<file path="src/rtl/trig_capture_seq.sv">
// Capture sequencer: sample-rate divider, pre-trigger fill, level/edge/auto trigger.
// Ports: CLK/nRST, ADC stream + trigger config in, Arm/Force/Abort/Write_Ready in; CLK_EN/Start_Write/event_in/status out.
module trig_capture_seq #(
  parameter int DATA_W = 8,
  parameter int DIV_W  = 16,
  parameter int PRE_W  = 18,
  parameter int AUTO_W = 20
) (
  input  logic              CLK,
  input  logic              nRST,
  input  logic [DATA_W-1:0] ADC_DATA,
  input  logic [DATA_W-1:0] TRIG_LEVEL,
  input  logic              TRIG_EDGE,
  input  logic              AUTO_EN,
  input  logic [AUTO_W-1:0] AUTO_TIME,
  input  logic [DIV_W-1:0]  SR_DIV,
  input  logic [PRE_W-1:0]  PRE_DATA,
  input  logic              Arm,
  input  logic              Force,
  input  logic              Abort,
  input  logic              Write_Ready,
  output logic              CLK_EN,
  output logic              Start_Write,
  output logic              event_in,
  output logic              Busy,
  output logic              Capture_Done,
  output logic              Auto_Fired
);

  typedef enum logic [2:0] {
    IDLE, PRETRIG, ARMED, POST, DONE, RESTART
  } state_t;

  state_t            state;
  state_t            nxt;
  logic [DIV_W-1:0]  div_cnt;
  logic [DIV_W-1:0]  div_nxt;
  logic [PRE_W-1:0]  pre_cnt;
  logic [AUTO_W-1:0] to_cnt;
  logic [DATA_W-1:0] prev;
  logic              prev_valid;

  logic rise;
  logic fall;
  logic edge_hit;
  logic to_hit;
  logic pre_hit;
  logic clr;
  logic fire_auto;
  logic active_nxt;

  always_comb begin
    rise = CLK_EN && prev_valid &&
           (prev < TRIG_LEVEL) && (ADC_DATA >= TRIG_LEVEL);
    fall = CLK_EN && prev_valid &&
           (prev >= TRIG_LEVEL) && (ADC_DATA < TRIG_LEVEL);
    edge_hit = TRIG_EDGE ? fall : rise;
    // Fires on the sample that brings the count up to AUTO_TIME;
    // a zero timeout fires on the first sample.
    to_hit = CLK_EN && AUTO_EN &&
             ((AUTO_TIME == '0) ||
              (to_cnt + AUTO_W'(1) == AUTO_TIME));
    pre_hit = (pre_cnt == PRE_DATA);
  end

  always_comb begin
    nxt       = state;
    clr       = 1'b0;
    fire_auto = 1'b0;
    if (Abort) begin
      nxt = IDLE;
    end else if (Arm) begin
      clr = 1'b1;
      nxt = (state == IDLE || state == RESTART) ? PRETRIG : RESTART;
    end else begin
      unique case (state)
        IDLE:    nxt = IDLE;
        PRETRIG: if (pre_hit) nxt = ARMED;
        ARMED: begin
          if (Force) begin
            nxt       = POST;
            fire_auto = 1'b1;
          end else if (edge_hit) begin
            nxt = POST;
          end else if (to_hit) begin
            nxt       = POST;
            fire_auto = 1'b1;
          end
        end
        POST:    if (Write_Ready) nxt = DONE;
        DONE:    nxt = DONE;
        RESTART: begin
          nxt = PRETRIG;
          clr = 1'b1;
        end
        default: nxt = IDLE;
      endcase
    end
  end

  // Divider restarts at 0 on entry to an active state, so the first
  // enable lands SR_DIV cycles after the session begins.
  always_comb begin
    active_nxt = (nxt != IDLE) && (nxt != RESTART);
    if (!active_nxt || CLK_EN || state == IDLE || state == RESTART)
      div_nxt = '0;
    else
      div_nxt = div_cnt + DIV_W'(1);
  end

  always_ff @(posedge CLK or negedge nRST) begin
    if (!nRST) begin
      state        <= IDLE;
      div_cnt      <= '0;
      pre_cnt      <= '0;
      to_cnt       <= '0;
      prev         <= '0;
      prev_valid   <= 1'b0;
      CLK_EN       <= 1'b0;
      Start_Write  <= 1'b0;
      event_in     <= 1'b0;
      Busy         <= 1'b0;
      Capture_Done <= 1'b0;
      Auto_Fired   <= 1'b0;
    end else begin
      state   <= nxt;
      div_cnt <= div_nxt;
      // >= keeps the divider from running to wrap if SR_DIV drops below the count
      CLK_EN  <= active_nxt && (div_nxt >= SR_DIV);

      if (clr) begin
        pre_cnt    <= '0;
        to_cnt     <= '0;
        prev_valid <= 1'b0;
        Auto_Fired <= 1'b0;
      end else begin
        if (CLK_EN) begin
          prev       <= ADC_DATA;
          prev_valid <= 1'b1;
        end
        if (state == PRETRIG && CLK_EN && !pre_hit)
          pre_cnt <= pre_cnt + PRE_W'(1);
        if (state == ARMED && CLK_EN && AUTO_EN)
          to_cnt <= to_cnt + AUTO_W'(1);
        if (fire_auto)
          Auto_Fired <= 1'b1;
      end

      Start_Write  <= (nxt == PRETRIG) || (nxt == ARMED) ||
                      (nxt == POST) || (nxt == DONE);
      event_in     <= (nxt == POST);
      Busy         <= (nxt != IDLE) && (nxt != DONE);
      Capture_Done <= (nxt == DONE);
    end
  end

endmodule

</file>
<file path="config.mk">
export PLATFORM = sky130hd
export DESIGN_NAME = trig_capture_seq
export DESIGN_NICKNAME = d
export VERILOG_FILES = /design/src/rtl/trig_capture_seq.sv
export SDC_FILE = /design/constraint.sdc
export NUM_CORES = 1
export LEC_CHECK = 0
export ABC_CLOCK_PERIOD_IN_PS = 5250
export CAP_MARGIN = 20
export CORE_MARGIN = 4
export CORE_UTILIZATION = 50
export CTS_CLUSTER_DIAMETER = 30
export CTS_CLUSTER_SIZE = 28
export DETAILED_ROUTE_END_ITERATION = 6
export PLACE_DENSITY = 0.76
export SLEW_MARGIN = 15
export SYNTH_ARGS = -nofsm -noshare
export SYNTH_HDL_FRONTEND = slang
export SYNTH_SLANG_ARGS = --single-unit
</file>
<file path="constraint.sdc">
create_clock -name CLK -period 5.25 [get_ports CLK]
set_input_delay 0.7875 -clock CLK [delete_from_list [all_inputs] [get_ports CLK]]
set_output_delay 0.7875 -clock CLK [all_outputs]
set_load 0.02 [all_outputs]
</file>
After elaboration in Yosys (flattened, before gate mapping)
Cells that the tools add are included.
Storage, ports and cells
  memories: 0
  output and inout port bits: 6
  bits in latches: 0
  register bits after elaboration: 72
  RAM bits: 0
  word-level logic and storage cells: 94
  ROM bits: 0
  input port bits: 78
Cells by class
  mux-type cells: 28
  div/mod/pow operators: 0
  magnitude comparators: 5
  reductions and logical operators: 32
  equality and inequality tests: 13
  multipliers: 0
  add/subtract/negate cells: 3
  bitwise gates (word level): 1
  shifts and indexed selects: 0
Operators with widths (count)
  20-bit 2-to-1 mux: 2
  18-bit 2-to-1 mux: 2
  3-bit 2-to-1 mux: 8
  20-bit by 1-bit adder with 20-bit output (second input constant): 1
  20-bit equality test: 1
  20-bit logical NOT: 1
  18-bit by 1-bit adder with 18-bit output (second input constant): 1
  18-bit equality test: 1
  16-bit by 1-bit adder with 16-bit output (second input constant): 1
  16-bit >= comparator: 1
  8-bit >= comparator: 2
  8-bit < comparator: 2
  16-bit 2-to-1 mux: 1
  3-bit case mux with 5 select lines: 1
  1-bit logical AND: 14
  1-bit 2-to-1 mux: 14
  3-bit by 2-bit equality test with 1-bit output (second input constant): 4
  3-bit equality test (second input constant): 3
  1-bit logical OR: 8
  2-bit nonzero test: 4
  3-bit by 1-bit equality test with 1-bit output (second input constant): 2
  3-bit inequality test (second input constant): 2
  3-bit logical NOT: 1
  3-bit nonzero test: 1
  other kinds (3): 4

Logic depth before layout (Yosys ltp)
  depth in word-level cells: 19
  depth in mapped cells: 17
  gate-level depth less buffers: 15

Worst setup path after synthesis
Ideal clock, no wire load.
  kind: input port to flip-flop
  start point: input PRE_DATA[1]
  end point: register CLK_EN
  data arrival time: 3.537 ns
  path buffers: 2
  required time: 5.146 ns
  setup slack: 1.609 ns
  setup time: 0.104 ns
  stages on the path: 16
  path through: xnor2_1 nand4_1 nor3_2 a311oi_1 o31ai_1 or3_1 buf_2 buf_2 nor2_1 ha_1 a21o_1 a21oi_1 nor2b_1 o211ai_1 a311o_1 a221oi_1
On the way
  longest elaborated chain between the ends: 14
  elaborated cells on any way between the ends: 15
  those cells by class: order compare (1); eq/ne (2); mux (5); reduce/logical (7)
Ends and longest elaborated chain
  from (decl): RTL line 17  | input logic [PRE_W-1:0] PRE_DATA,
  18-bit equality test *: RTL line 63  | pre_hit = (pre_cnt == PRE_DATA);
  3-bit 2-to-1 mux *: RTL line 78  | PRETRIG: if (pre_hit) nxt = ARMED;
  3-bit case mux with 5 select lines *: RTL line 76  | unique case (state)
  3-bit 2-to-1 mux *: RTL line 72  | end else if (Arm) begin
  3-bit 2-to-1 mux *: RTL line 70  | if (Abort) begin
  3-bit inequality test or 3-bit nonzero test (tied branches): RTL line 104  | active_nxt = (nxt != IDLE) && (nxt != RESTART);
  1-bit logical AND *: RTL line 104
  1-bit logical NOT *: RTL line 105  | if (!active_nxt || CLK_EN || state == IDLE || state == RESTART)
  1-bit logical OR * (3 in series): RTL line 105
  16-bit 2-to-1 mux *: RTL line 105
  net div_nxt[1]: RTL line 37  | logic [DIV_W-1:0] div_nxt;
  16-bit >= comparator *: RTL line 129  | CLK_EN <= active_nxt && (div_nxt >= SR_DIV);
  1-bit logical AND *: RTL line 129
  to (signal assigned): RTL line 129
  to (decl): RTL line 22  | output logic CLK_EN,
Mark *: on every way through the listed nets, which the timed path passes. The rest lies on a longest branch.
A chain may end at the register's enable or synchronous reset.

Final worst setup path
  start point: input PRE_DATA[4]
  end point: register CLK_EN
The elaborated chain is that of the path after synthesis.

==> summary.md <==
| Metric | Value |
|---|---|
| Initial DRC Count | between 150 and 200 |
| R2R Path End | CLK_EN |
| Initial antenna violation count | 0 |
| Starting Density | 0.5168 |
| First-pass GRT wire length | about 20000 µm |
| Commonest non-fill, non-tap cell in the layout | clkdlybuf4s50_1 |
| Power density cells | roughly 200 nW/µm² |
| Synth Instances | 572 |
| Skew final | approximately 0.013 ns |
| Slew HR | 0.3736 |
| I/O Pins | 84 |
| Yosys reg bits | 72 |
| Hold crit path type | flop to flop |
| H-tree levels | 3 |
| Fill cells | 878 |
| Seq/Total Area, Yosys | 0.3550 |
| Worst Setup SP | PRE_DATA[4] |
| Commonest cells after routing, fill and taps aside | clkdlybuf4s50_1, dfrtp_1, nor2_1 |
| Die area | 11830 µm² |
| Fraction of layout cells with a size suffix above 1 | 0.05855 |
| Status | finished, final reports clean |
| Tot Pwr | ~1.2 mW |
| Min Hold Slack | about 0.51 ns |
| Nets@finish | 757 |
| Average size of a mapped cell | about 9 µm² |
| WS Path Type | input pin to flop |
| TritonCTS clock tree | done |
| Least-Margin Pin Slew | between 0.9 and 1 ns |
| Synthesized area | 5075 µm² |
| Syn. warnings | 0 |
| Die H | 108.7 µm |
| Post-CTS resize count | 0 |
| Hold Path Sink | prev[0] |
| Post-Place Worst Slack | 0.6663 ns |
| Mean routed wirelength per cell | 14.89 µm |
| Period utilization | 0.8053 |
| Setup bufs post-CTS | 0 |
| Clock transition at the registers of the reported paths | about 0.080 ns |
| Flop-to-flop setup slack | 1.39 ns |
| CTS root buffer | clkbuf_8 |
| Crit path required time | ~5.5 ns |
| # hold bufs at CTS | 0 |
| Distinct cells, synth | 59 |
| EDFF count, synth | 0 |
| Critical path endpoint category | flop |
| Placed Instance Area | 5974 µm² |
| Nature of the critical path startpoint | input pin |
| Dpl hpwl | just under 9000 µm |
| Worst-Skew Late Latency | 0.34 ns |
| Remaining routing DRC violations | 0 |
| Quantity of I/O buffers inserted on ports | between 80 and 90 |
| Crit path DAT | 4.47 ns |
| Total track usage | 0.2047 |
| Gr ovfl total | 0 |
| Synth Area in Simple Gates | 0.2352 |
| Pin count of the biggest net entering global routing | 73 |
| Finish-stage setup viols | 0 |
| FFs w/ async S/R, synth | 1.000 |
| TritonCTS Sinks | 72 |
| Max-cap violations | 0 |
| Row cnt | 36 |
| Post-synthesis mux area share | 0.02145 |
| Final hold violations | 0 |
| FMAX | about 240 MHz |
| Worst hold start | prev[0] |
| Gp weighted congestion | 0.8106 |
| Area grow syn2layout | 22.07% |
| Die W | between 100 and 150 µm |
| Unrepaired setup endpoints after global routing | no |
| Antenna Cells | 0 |
| FF-to-FF path depth | 15 |
| Vias per inst | 5.520 |
| Synth Area in Compound Gates | 0.1033 |
| Core area | ~10000 µm² |
| Fin area | 6195 µm² |
| Hold Path Stages | 2 |
| Main combinational cell family by area after synthesis | simple AND/OR/NAND/NOR gates |
| Minimum clock period | between 4 and 5 ns |
| Final Max Slew Viols | 0 |
| Top FF cell, synth | dfrtp_1 |
| Via total after detailed routing | 4317 |
| Lkg Pwr | between 2 and 3 nW |
| Final ANT Viol Nets | 0 |
| Mapped Nets | approximately 700 |
| Final WL | 11640 µm |
| Router iterations before antenna repair | 4 |
| Sum Neg Setup Slack | 0 ns |
| CTS Buf Count | 9 |
| XOR/XNOR Fraction of Synth Area | 0.1519 |
| Adder-Cell Fraction of Synth Area | 0.08629 |
| Worst Setup Slack, final | 1.022 ns |
| Worst r2r src | state[0] |
| CTS Buffer Depth | 2 |
| CP max FO | 17 |
| Vias in the first global route | between 4000 and 5000 |
| Peak VDD IR | roughly 0.14 mV |
## flip-flops by register name, indices dropped and copies added (netlist names)
register,count
Start_Write,1
event_in,1
div_cnt,16
Capture_Done,1
Auto_Fired,1
pre_cnt,18
prev,8
to_cnt,20
state,3
Busy,1
prev_valid,1
CLK_EN,1
## worst max-delay path: stages
cell             delay, ns
clkdlybuf4s50_1       0.47
xnor2_1               0.12
nand4_1               0.14
nor3_2                0.45
a311oi_1              0.19
o31ai_1               0.39
or3_1                 0.53
nor2_1                0.13
ha_1                  0.31
a21o_1                0.10
a21oi_1               0.06
nor2b_1               0.11
o211ai_1              0.08
a311o_1               0.36
a221oi_1              0.23
## routing by layer
layer  track usage  up-vias  wire length (µm)
met3       0.02842       18               579
li1              -     2148                 -
met5             0        -                 0
met1        0.2705     2052              5278
met4       0.06673        0               189
met2        0.3469       99              5595
## report_power, final
group | internal [mW] | switching, mW
sequential | 0.559 | 0.00536
clock | 0.281 | 0.217
combinational | 0.0897 | 0.0770
total | 0.930 | 0.299
## layout make-up
type                            instances  area (µm²)  area share
Inverter                               34       127.6     0.02060
Clock buffer                           11       141.4     0.02282
Timing Repair Buffer                   85       840.8      0.1357
Tap cell                              133       166.4     0.02686
Clock inverter                          5       78.83     0.01272
Sequential cell                        72        1802      0.2909
Multi-Input combinational cell        442        3038      0.4904
## cell families after synthesis
logic type,after synthesis
buffers and inverters,58
xor gates and xnor gates,88
adders and majority gates,35
AOI/OAI and AO/OA,79
and+or+nand+nor,230
muxes,10
DFF,72
## Yosys cell counts (4+ instances only)
master | count | area (µm²)
buf_2 | 11 | 55.05
a21oi_1 | 26 | 130.1
dfrtp_1 | 72 | 1802
nor3_1 | 10 | 50.05
or4_1 | 4 | 30.03
nand2b_1 | 7 | 43.79
a211oi_1 | 4 | 30.03
xor2_1 | 45 | 394.1
and3_1 | 9 | 56.30
or3_1 | 8 | 50.05
xnor2_1 | 43 | 376.6
nor2b_1 | 7 | 43.79
ha_1 | 35 | 437.9
mux2_2 | 7 | 78.83
clkbuf_1 | 10 | 37.54
a31oi_1 | 5 | 31.28
nand2_1 | 40 | 150.1
nor2_1 | 69 | 259.0
nand3_1 | 28 | 140.1
inv_1 | 34 | 127.6
nand4_1 | 18 | 112.6
o211ai_1 | 4 | 30.03
o21ai_0 | 12 | 60.06
nor4_1 | 14 | 87.58
## per-stage QoR
stage	cells	util
floorplan	572	-
CTS	782	0.6309
global placement	766	0.6084
global route	782	0.6309
detailed placement	766	0.6084
finish	782	0.6309
## worst max-delay path by stage
stage / to / cells after the start / slack (ns)
after floorplan: CLK_EN / 16 / 1.61
after global placement: CLK_EN / 16 / 0.78
after detailed placement: CLK_EN / 16 / 0.67
after CTS: CLK_EN / 16 / 1.02
after global routing: CLK_EN / 15 / 0.57
final: CLK_EN / 15 / 1.02
(Power assumes the default switching activity.)
